File: config.mk
export PLATFORM = sky130hd
export DESIGN_NAME = control_unit
export DESIGN_NICKNAME = d
export VERILOG_FILES = /design/src/rtl/control_unit.sv
export SDC_FILE = /design/constraint.sdc
export NUM_CORES = 1
export LEC_CHECK = 0
export CAP_MARGIN = 20
export CORE_UTILIZATION = 25
export CTS_CLUSTER_DIAMETER = 60
export DETAILED_ROUTE_END_ITERATION = 8
export GPL_TIMING_DRIVEN = 0
export PLACE_DENSITY = 0.56
export SLEW_MARGIN = 40
export SYNTH_ARGS = -nofsm -noshare
export SYNTH_HDL_FRONTEND = slang
export SYNTH_SLANG_ARGS = --single-unit
File: constraint.sdc
create_clock -name clk -period 0.8 [get_ports clk]
set_input_delay 0.16 -clock clk [delete_from_list [all_inputs] [get_ports clk]]
set_output_delay 0.16 -clock clk [all_outputs]
set_load 0.02 [all_outputs]
File: src/rtl/control_unit.sv
// Main RV32I opcode decoder. The control bundle is registered at the ID/EX boundary.
// Illegal or unknown opcodes produce the all-zero NOP bundle.
module control_unit (
    input  logic       clk,
    input  logic       rst_n,
    input  logic [6:0] opcode,
    output logic       write,
    output logic       store,
    output logic       load,
    output logic       branch,
    output logic [1:0] alu_operand_a_selector,
    output logic       alu_operand_b_selector,
    output logic [1:0] immediate_selector,
    output logic [1:0] next_pc_selector,
    output logic [2:0] alu_operations_selector
);

    logic       write_d;
    logic       store_d;
    logic       load_d;
    logic       branch_d;
    logic [1:0] a_sel_d;
    logic       b_sel_d;
    logic [1:0] imm_sel_d;
    logic [1:0] npc_sel_d;
    logic [2:0] alu_op_d;

    // A plain case never matches an opcode containing X/Z, so unknowns fall into the NOP default.
    always_comb begin
        write_d   = 1'b0;
        store_d   = 1'b0;
        load_d    = 1'b0;
        branch_d  = 1'b0;
        a_sel_d   = 2'b00;
        b_sel_d   = 1'b0;
        imm_sel_d = 2'b00;
        npc_sel_d = 2'b00;
        alu_op_d  = 3'b000;
        case (opcode)
            7'h33: begin
                write_d  = 1'b1;
                alu_op_d = 3'b001;
            end
            7'h03: begin
                write_d = 1'b1;
                load_d  = 1'b1;
                b_sel_d = 1'b1;
            end
            7'h13: begin
                write_d  = 1'b1;
                b_sel_d  = 1'b1;
                alu_op_d = 3'b010;
            end
            7'h67: begin
                write_d   = 1'b1;
                b_sel_d   = 1'b1;
                npc_sel_d = 2'b10;
            end
            7'h23: begin
                store_d   = 1'b1;
                b_sel_d   = 1'b1;
                imm_sel_d = 2'b01;
            end
            7'h63: begin
                branch_d  = 1'b1;
                a_sel_d   = 2'b01;
                b_sel_d   = 1'b1;
                imm_sel_d = 2'b10;
                npc_sel_d = 2'b01;
                alu_op_d  = 3'b011;
            end
            7'h17: begin
                write_d   = 1'b1;
                a_sel_d   = 2'b01;
                b_sel_d   = 1'b1;
                imm_sel_d = 2'b11;
            end
            7'h37: begin
                write_d   = 1'b1;
                a_sel_d   = 2'b10;
                b_sel_d   = 1'b1;
                imm_sel_d = 2'b11;
                alu_op_d  = 3'b100;
            end
            7'h6F: begin
                write_d   = 1'b1;
                a_sel_d   = 2'b01;
                b_sel_d   = 1'b1;
                imm_sel_d = 2'b11;
                npc_sel_d = 2'b10;
            end
            default: begin
            end
        endcase
    end

    always_ff @(posedge clk or negedge rst_n) begin
        if (!rst_n) begin
            write                   <= 1'b0;
            store                   <= 1'b0;
            load                    <= 1'b0;
            branch                  <= 1'b0;
            alu_operand_a_selector  <= 2'b00;
            alu_operand_b_selector  <= 1'b0;
            immediate_selector      <= 2'b00;
            next_pc_selector        <= 2'b00;
            alu_operations_selector <= 3'b000;
        end else begin
            write                   <= write_d;
            store                   <= store_d;
            load                    <= load_d;
            branch                  <= branch_d;
            alu_operand_a_selector  <= a_sel_d;
            alu_operand_b_selector  <= b_sel_d;
            immediate_selector      <= imm_sel_d;
            next_pc_selector        <= npc_sel_d;
            alu_operations_selector <= alu_op_d;
        end
    end

endmodule

# Word level (Yosys, flattened, before mapping)
# Index checks and enable logic that the tools add are counted.
[op_classes] mux=9 n_reduce_logical=5 n_eq_ne=9
[op_table] cell="7-bit by 6-bit equality test with 1-bit output, second input constant" count=3
[op_table] cell="7-bit equality test, second input constant" count=3
[op_table] cell="7-bit by 5-bit equality test with 1-bit output, second input constant" count=2
[op_table] cell="3-bit one-hot mux with 4 select lines" count=1
[op_table] cell="2-bit one-hot mux with 2 select lines" count=2
[op_table] cell="8-bit OR reduction" count=1
[op_table] cell="7-bit by 2-bit equality test with 1-bit output, second input constant" count=1
[op_table] cell="7-bit OR reduction" count=1
[op_table] cell="2-bit one-hot mux with 3 select lines" count=1
[op_table] cell="3-bit OR reduction" count=2
[op_table] cell="1-bit 2-to-1 mux" count=5
[op_table] cell="2-bit OR reduction" count=1
[totals] input_bits=9 word_cells=32 ff_bits=14

# Depth between registers and ports, before layout
# Gate-level depths: netlist (run 1).
[logic_depth] depth_word=3 ltp_mapped=4 depth_no_buf=3

# Worst setup path after synthesis (run 1)
# No wires, ideal clock.
[synth_timing] path_type="input -> register" start="in opcode[6]" end="reg immediate_selector[0]" slack_ns=-0.057 arrival_time_ns=0.728 setup_time_ns=0.129 path_stages=4 path_cell_list="buf_4 -> and4b_1 -> o21bai_2 -> o41ai_2"
[synth_between] elab_chain_len=3 elab_cells_between_ends=7 cone_classes="eq/ne: 5; mux: 1; reduce/logical: 1"
[synth_lines] element="start, declared" line_no="6" rtl="input logic [6:0] opcode,"
[synth_lines] element="7-bit by 6-bit equality test with 1-bit output, or another cell as far along" line_no="39" rtl="case (opcode)"
[synth_lines] element="3-bit OR reduction (no line)"
[synth_lines] element="2-bit one-hot mux with 3 select lines (*)" line_no="39"
[synth_lines] element="named net imm_sel_d[0]" line_no="24" rtl="logic [1:0] imm_sel_d;"
[synth_lines] element="end signal, assigned" line_no="115" rtl="immediate_selector <= imm_sel_d;"
[synth_lines] element="end, declared" line_no="13" rtl="output logic [1:0] immediate_selector,"
# The timed path passes the listed nets; every way through them passes the cells marked *.

==> results of run 1 <==
==> per-layer routing <==
layer  wire length, um  up-vias  part of all wire [%]  GRT usage, %
met1               482      218                    43         13.35
met3                78        5                   7.0         2.083
met5                 0        -                     0             0
li1                  -      234                     -             -
met4                44        0                   3.9         8.108
met2               509       18                    46         13.42
==> registers in the layout (all words and copies together), names as in the netlist <==
register	flops
immediate_selector	2
store	1
alu_operations_selector	2
alu_operand_a_selector	2
branch	1
alu_operand_b_selector	1
write	1
next_pc_selector	2
load	1
==> metrics by stage <==
step           area [um2]  power (W)
2_1_floorplan       626.9  0.0007815
3_3_place_gp        852.1  0.0008645
3_5_place_dp        852.1  0.0008658
4_1_cts             900.9   0.001261
5_1_grt             893.4   0.001315
6_report            893.4   0.001247
==> cells by family after synthesis <==
family / synth area share (%)
flip-flops: 53.28
XOR/XNOR: 1.435
buffers and inverters: 7.580
AO/OA/AOI/OAI: 12.29
AND/OR/NAND/NOR: 25.41
==> where the power goes <==
part	total, W	switching (W)	leakage [nW]	internal [W]
Combinational	0.000185	0.000103	0.248	0.0000815
Clock	0.000393	0.000200	0.0150	0.000194
Sequential	0.000669	0.00000368	0.181	0.000665
==> worst max-delay path, cell delays in order (launching register included) <==
cell and delay, ps:
dfrtp_1 380, buf_6 120, buf_6 120
==> cell type report <==
type	instances	share of cell area, %
multi-input cells	34	27.73
well taps	28	3.922
flip-flops and latches	13	36.41
repair buffers	20	21.85
plain buffers	4	5.462
clock buffers	4	2.941
inverters	4	1.681
==> what timing repair did <==
| action | in CTS | in global routing |
|---|---|---|
| hold endpoints to repair | 0 | 0 |
| gates resized for setup | 91 | 5 |
| buffers inserted | 1 | 0 |
| endpoints found under the setup margin | 27 | 20 |
| pin swaps | 5 | 1 |
==> cell usage after synthesis, types with 2 or more instances <==
cell,count
o21ai_0,2
nand2_1,4
nor3_1,3
buf_4,2
a21oi_1,3
nor2_1,5
dfrtp_1,13
inv_1,4
==> cells in the final DEF, fill, tap and decap left out, drive strengths merged <==
cell type	n
and2b	1
o41ai	1
inv	4
nand3	2
clkdlybuf4s15	1
buf	19
nor2	6
nor3b	1
o21bai	1
nor3	3
nand2	5
nor4	1
xnor2	1
clkbuf	7
dfrtp	13
a21oi	4
o21ai	4
clkdlybuf4s50	1
and3b	1
nand2b	1
and4b	1
nand4	1
==> worst max path at each step <==
stage,to,slack (ps),cells past startpoint
2_1_floorplan,immediate_selector[0],-30,4
3_3_place_gp,immediate_selector[0],-630,4
3_5_place_dp,immediate_selector[0],-640,4
4_1_cts,alu_operations_selector[2],-260,2
5_1_grt,alu_operations_selector[2],-290,2
6_report,alu_operations_selector[2],-250,2
==> results_tabular.tex, run 1 <==
\begin{tabular}{lr}
\hline
Metric & Value \\
\hline
\multicolumn{2}{l}{\textbf{Outcome}} \\
\quad Status & finished, violations left \\
\quad Violations in the final reports & negative setup slack \\
\multicolumn{2}{l}{\textbf{Clocking}} \\
\quad Number of buffers created by CTS & 3 \\
\quad CTS tree & yes \\
\quad Maximum level of the CTS H-tree & 1 \\
\quad CTS Buffer Depth & 2 \\
\quad CTS Root Buffer Type & clkbuf\_4 \\
\quad Total clock sinks & 13 \\
\quad Clock-pin slew of the registers on the worst-case setup and hold paths & 70 ps \\
\quad CTS Hold Bufs & 0 \\
\multicolumn{2}{l}{\textbf{GRT}} \\
\quad First-pass GRT wire length & 1842 um \\
\quad Congestion Overflow GR & 0 \\
\quad Initial antenna violation count & 0 \\
\quad Maximum number of pins on one net before global-route repair & 14 \\
\quad Total GRT Usage & 9.944\% \\
\quad Vias in the first global route & 399 \\
\multicolumn{2}{l}{\textbf{Yosys}} \\
\quad Share of the synthesized area in the top cell type & 53.28\% \\
\quad Seq cells post-synth & 13 \\
\quad Mean instance size in the synthesized netlist & 11.10 um2 \\
\quad Most frequently used flop master after synthesis & dfrtp\_1 \\
\quad Count of yosys warnings during synthesis & 0 \\
\quad Share of synthesized area occupied by flip-flops and latches & 53.28\% \\
\quad Area of the mapped netlist & 610.6 um2 \\
\quad EDFF count, synth & 0 \\
\quad Cell taking the most area after synthesis & dfrtp\_1 \\
\quad Mapped Cells & 55 \\
\quad Most area-consuming cells after synthesis & dfrtp\_1 (53\%), nand4\_4 (3.5\%), nor2\_1 (3.1\%), o41ai\_2 (2.7\%), a21oi\_1 (2.5\%) \\
\quad Netlist cell types & 27 \\
\quad Net count after synthesis & 64 \\
\quad Post-synth ARST share & 100.0\% \\
\multicolumn{2}{l}{\textbf{Layout}} \\
\quad Number of standard cells in the final layout excluding fillers & 107 \\
\quad Final layout net count & 89 \\
\quad Finished Core Util & 39.62\% \\
\quad Total area of multi-input combinational cells & 247.7 um2 \\
\quad Number of antenna repair diodes & 0 \\
\quad Area taken by flip-flops and latches & 325.3 um2 \\
\quad Fill count & 249 \\
\quad Fraction of layout instances using a drive strength above 1 & 46.84\% \\
\quad Layout-stage area growth over the synthesis result & 46.31\% \\
\multicolumn{2}{l}{\textbf{Die}} \\
\quad Starting density of the core & 27.08\% \\
\quad Vertical extent of the die & 51.42 um \\
\quad Standard cell core area & 2255 um2 \\
\quad Die ar. & 2644 um2 \\
\quad Die boundary width & 51.42 um \\
\quad Ports placed on the boundary & 23 \\
\quad Row cnt & 17 \\
\multicolumn{2}{l}{\textbf{STA}} \\
\quad RSZ-0062 raised after global routing & yes \\
\quad Setup-violating endpoint count in the final report & 14 \\
\quad Sum of negative setup slack & -2073 ps \\
\quad Hold slack & 69.97 ps \\
\quad Final worst-path cycle share & 131.0\% \\
\quad Shortest clock period the worst path allows after layout & 1048 ps \\
\quad FMAX & 0.9545 GHz \\
\quad Count of pins over their slew limit & 0 \\
\quad Tightest Pin Transition & 560.3 ps \\
\quad Post-layout worst setup margin & -247.7 ps \\
\quad Worst slew margin relative to its limit & 62.53\% \\
\quad Final Hold Viols & 0 \\
\multicolumn{2}{l}{\textbf{Route}} \\
\quad Total Wirelength & 1114 um \\
\quad 1st-iter DRT viols & 12 \\
\quad Post-detailed-route via-to-cell ratio & 4.439 \\
\quad Post-detailed-route count of antenna-violating nets & 0 \\
\quad Routed wire length per instance & 10.41 um \\
\quad Total vias in the final route & 475 \\
\quad Remaining DRCs & 0 \\
\quad 1st-pass router iterations & 2 \\
\multicolumn{2}{l}{\textbf{Placed design}} \\
\quad HPWL Detailed & 871.3 um \\
\quad Worst slack at placement & -640.4 ps \\
\quad Port-buffer cells & 19 \\
\quad Instance count after placement with tap cells included & 102 \\
\quad RD Place Congestion & 0.6966 \\
\multicolumn{2}{l}{\textbf{Worst setup path}} \\
\quad Crit path required time & 640 ps \\
\quad Setup crit start kind & flip-flop \\
\quad Nature of the critical path endpoint & output port \\
\quad Crit path from & alu\_operand\_a\_selector[1] \\
\quad Path type of the worst setup path & reg2out \\
\quad Arrival time at the worst endpoint & 890 ps \\
\quad Top fanout value on the critical path & 2 \\
\multicolumn{2}{l}{\textbf{Hold path}} \\
\quad Number of instances on the worst hold path & 2 \\
\quad Hold Crit Class & in2reg \\
\quad End of the worst hold path & load \\
\quad Start point of the worst min-delay path & opcode[5] \\
\multicolumn{2}{l}{\textbf{Power}} \\
\quad Largest voltage drop on the vdd net & 587.4 uV \\
\quad LEAKAGE & 0.4438 nW \\
\quad Cell area power density & 1395 nW/um2 \\
\multicolumn{2}{l}{\textbf{Flow run}} \\
\quad MaxCap Viol Count & 0 \\
\hline
\end{tabular}
(Power assumes the default switching activity.)
==> run 2: changes to the inputs <==
--- a/config.mk
+++ b/config.mk
@@ -6,7 +6,9 @@
 export NUM_CORES = 1
 export LEC_CHECK = 0
 export CAP_MARGIN = 20
+export CORE_MARGIN = 1
 export CORE_UTILIZATION = 25
+export CTS_BUF_LIST = sky130_fd_sc_hd__clkbuf_2 sky130_fd_sc_hd__clkbuf_4 sky130_fd_sc_hd__clkbuf_8
 export CTS_CLUSTER_DIAMETER = 60
 export DETAILED_ROUTE_END_ITERATION = 8
 export GPL_TIMING_DRIVEN = 0
==> results_tabular.tex, run 2 (synthesis results as in run 1) <==
\begin{tabular}{lr}
\hline
Metric & Value \\
\hline
\multicolumn{2}{l}{\textbf{Outcome}} \\
\quad Status & finished, violations left \\
\quad Violations in the final reports & negative setup slack \\
\multicolumn{2}{l}{\textbf{Worst setup path}} \\
\quad Top fanout value on the critical path & 2 (unchanged) \\
\quad Crit path required time & 640 ps (about the same) \\
\quad Highest-delay cell along the critical path & dfrtp\_1 \\
\quad Nature of the critical path endpoint & output port \\
\quad Path type of the worst setup path & reg2out \\
\quad Delay of the slowest cell on the worst path & 380 ps (about the same) \\
\quad Arrival time at the worst endpoint & 890 ps (about the same) \\
\quad Cell repeated most along the worst path & buf\_6 \\
\quad Setup crit start kind & flip-flop \\
\quad Cells traversed along the worst timing path & buf\_6 -> buf\_6 \\
\multicolumn{2}{l}{\textbf{Die}} \\
\quad Ports placed on the boundary & 23 (unchanged) \\
\quad Standard cell core area & 2255 um2 (unchanged) \\
\quad Die boundary width & 51.42 um (unchanged) \\
\quad Row cnt & 17 (unchanged) \\
\quad Die ar. & 2644 um2 (unchanged) \\
\quad Vertical extent of the die & 51.42 um (unchanged) \\
\quad Starting density of the core & 27.08\% (unchanged) \\
\multicolumn{2}{l}{\textbf{Hold path}} \\
\quad Number of instances on the worst hold path & 2 (unchanged) \\
\quad End of the worst hold path & load \\
\quad Start point of the worst min-delay path & opcode[5] \\
\quad Hold Crit Class & in2reg \\
\multicolumn{2}{l}{\textbf{STA}} \\
\quad RSZ-0062 raised after global routing & yes \\
\quad Sum of negative setup slack & -2060 ps (+13.22 ps) \\
\quad Final worst-path cycle share & 131.0\% (about the same) \\
\quad Tightest Pin Transition & 560.3 ps (unchanged) \\
\quad Setup-violating endpoint count in the final report & 14 (unchanged) \\
\quad Hold slack & 69.44 ps (-0.5285 ps) \\
\quad FMAX & 0.9540 GHz (about the same) \\
\quad Post-layout worst setup margin & -248.3 ps (-0.5270 ps) \\
\quad Shortest clock period the worst path allows after layout & 1048 ps (+0.5270 ps) \\
\quad Count of pins over their slew limit & 0 (unchanged) \\
\quad Worst slew margin relative to its limit & 62.53\% (unchanged) \\
\quad Final Hold Viols & 0 (unchanged) \\
\multicolumn{2}{l}{\textbf{GRT}} \\
\quad Congestion Overflow GR & 0 (unchanged) \\
\quad First-pass GRT wire length & 1842 um (unchanged) \\
\quad Maximum number of pins on one net before global-route repair & 14 (unchanged) \\
\quad Total GRT Usage & 9.758\% (-0.19 points) \\
\quad Initial antenna violation count & 0 (unchanged) \\
\quad Vias in the first global route & 403 (+1.0\%) \\
\multicolumn{2}{l}{\textbf{Layout}} \\
\quad Layout-stage area growth over the synthesis result & 47.95\% \\
\quad Final layout net count & 89 (unchanged) \\
\quad Post-Layout Inst Area & 903.4 um2 (+1.1\%) \\
\quad Number of antenna repair diodes & 0 (unchanged) \\
\quad Most common cell after layout, fill and taps aside & buf\_6 \\
\quad Fraction of layout instances using a drive strength above 1 & 48.10\% (+1.3 points) \\
\quad Number of standard cells in the final layout excluding fillers & 107 (unchanged) \\
\quad Most frequent cells in the layout & buf\_6 (16), dfrtp\_1 (13), nor2\_1 (5) \\
\multicolumn{2}{l}{\textbf{Power}} \\
\quad Largest voltage drop on the vdd net & 622.0 uV (+5.9\%) \\
\quad Cell area power density & 1420 nW/um2 (+1.8\%) \\
\quad LEAKAGE & 0.4479 nW (+0.91\%) \\
\multicolumn{2}{l}{\textbf{Clocking}} \\
\quad CTS Buffer Depth & 2 (unchanged) \\
\quad Total clock sinks & 13 (unchanged) \\
\quad Clock-pin slew of the registers on the worst-case setup and hold paths & 70 ps (about the same) \\
\quad CTS Hold Bufs & 0 (unchanged) \\
\quad CTS tree & yes \\
\quad Number of buffers created by CTS & 3 (unchanged) \\
\quad CTS Root Buffer Type & clkbuf\_4 \\
\quad Maximum level of the CTS H-tree & 1 (unchanged) \\
\multicolumn{2}{l}{\textbf{Route}} \\
\quad Post-detailed-route count of antenna-violating nets & 0 (unchanged) \\
\quad Remaining DRCs & 0 (unchanged) \\
\quad 1st-pass router iterations & 4 (+2) \\
\quad Total vias in the final route & 471 (-0.84\%) \\
\quad Total Wirelength & 1107 um (-0.63\%) \\
\quad Post-detailed-route via-to-cell ratio & 4.402 (-0.84\%) \\
\quad Routed wire length per instance & 10.35 um (-0.63\%) \\
\quad 1st-iter DRT viols & 13 (+1) \\
\multicolumn{2}{l}{\textbf{Placed design}} \\
\quad Worst slack at placement & -640.4 ps (unchanged) \\
\quad Instance count after placement with tap cells included & 102 (unchanged) \\
\quad Port-buffer cells & 19 (unchanged) \\
\quad HPWL Detailed & 871.3 um (unchanged) \\
\quad RD Place Congestion & 0.6966 (unchanged) \\
\quad Placement Cell Area & 852.1 um2 (unchanged) \\
\multicolumn{2}{l}{\textbf{Flow run}} \\
\quad MaxCap Viol Count & 0 (unchanged) \\
\hline
\end{tabular}
==> run 2: cell types whose count changed in the layout (fill, tap and decap cells not counted), sizes merged <==
cell           delta
clkbuf            -1
clkdlybuf4s15     +1
==> run 2: cell type report <==
type,count,area (um2)
Buffer,4,48.80
Clock buffer,4,30.03
Fill cell,245,1351
Inverter,4,15.01
Multi-Input combinational cell,34,247.7
Sequential cell,13,325.3
Tap cell,28,35.03
Timing Repair Buffer,20,201.4
==> run 2: critical path, delay by kind of cell (launching register included) <==
family   cells  cell delay, ps
flops        1             380
buf+inv      2             240
==> run 2: what timing repair did <==
action	in CTS	in global routing
endpoints found under the setup margin	27	20
setup buffers	1	0
pin swaps	5	1
gates resized for setup	92	4
==> run 2: worst max path at each step <==
stage,start,end,slack (ps),depth (start not counted)
floorplan,opcode[6],immediate_selector[0],-30,4
detailed placement,opcode[2],immediate_selector[0],-640,4
CTS,alu_operand_a_selector[1],alu_operations_selector[2],-250,2
global route,alu_operand_a_selector[1],alu_operations_selector[2],-290,2
finish,alu_operand_a_selector[1],alu_operations_selector[2],-250,2
global placement,opcode[2],immediate_selector[0],-630,4
==> run 2: layer usage <==
metal	up-vias	track usage (%)	routed length [um]
met5	-	0	0
met4	0	6.757	40
met3	5	2.083	78
met2	18	13.20	502
met1	214	13.53	485
li1	234	-	-
==> run 2: per-stage QoR <==
step	utilization [%]	total power, W
after detailed placement	37.79	0.0008658
after floorplan	-	0.0007815
final	40.07	0.001283
after global placement	37.79	0.0008645
after CTS	40.18	0.001294
after global routing	40.07	0.001350
==> run 2: power by group <==
part	switching, W	internal, W
clock	0.000201	0.000227
combinational	0.000103	0.0000833
sequential	0.00000368	0.000665
total	0.000307	0.000976
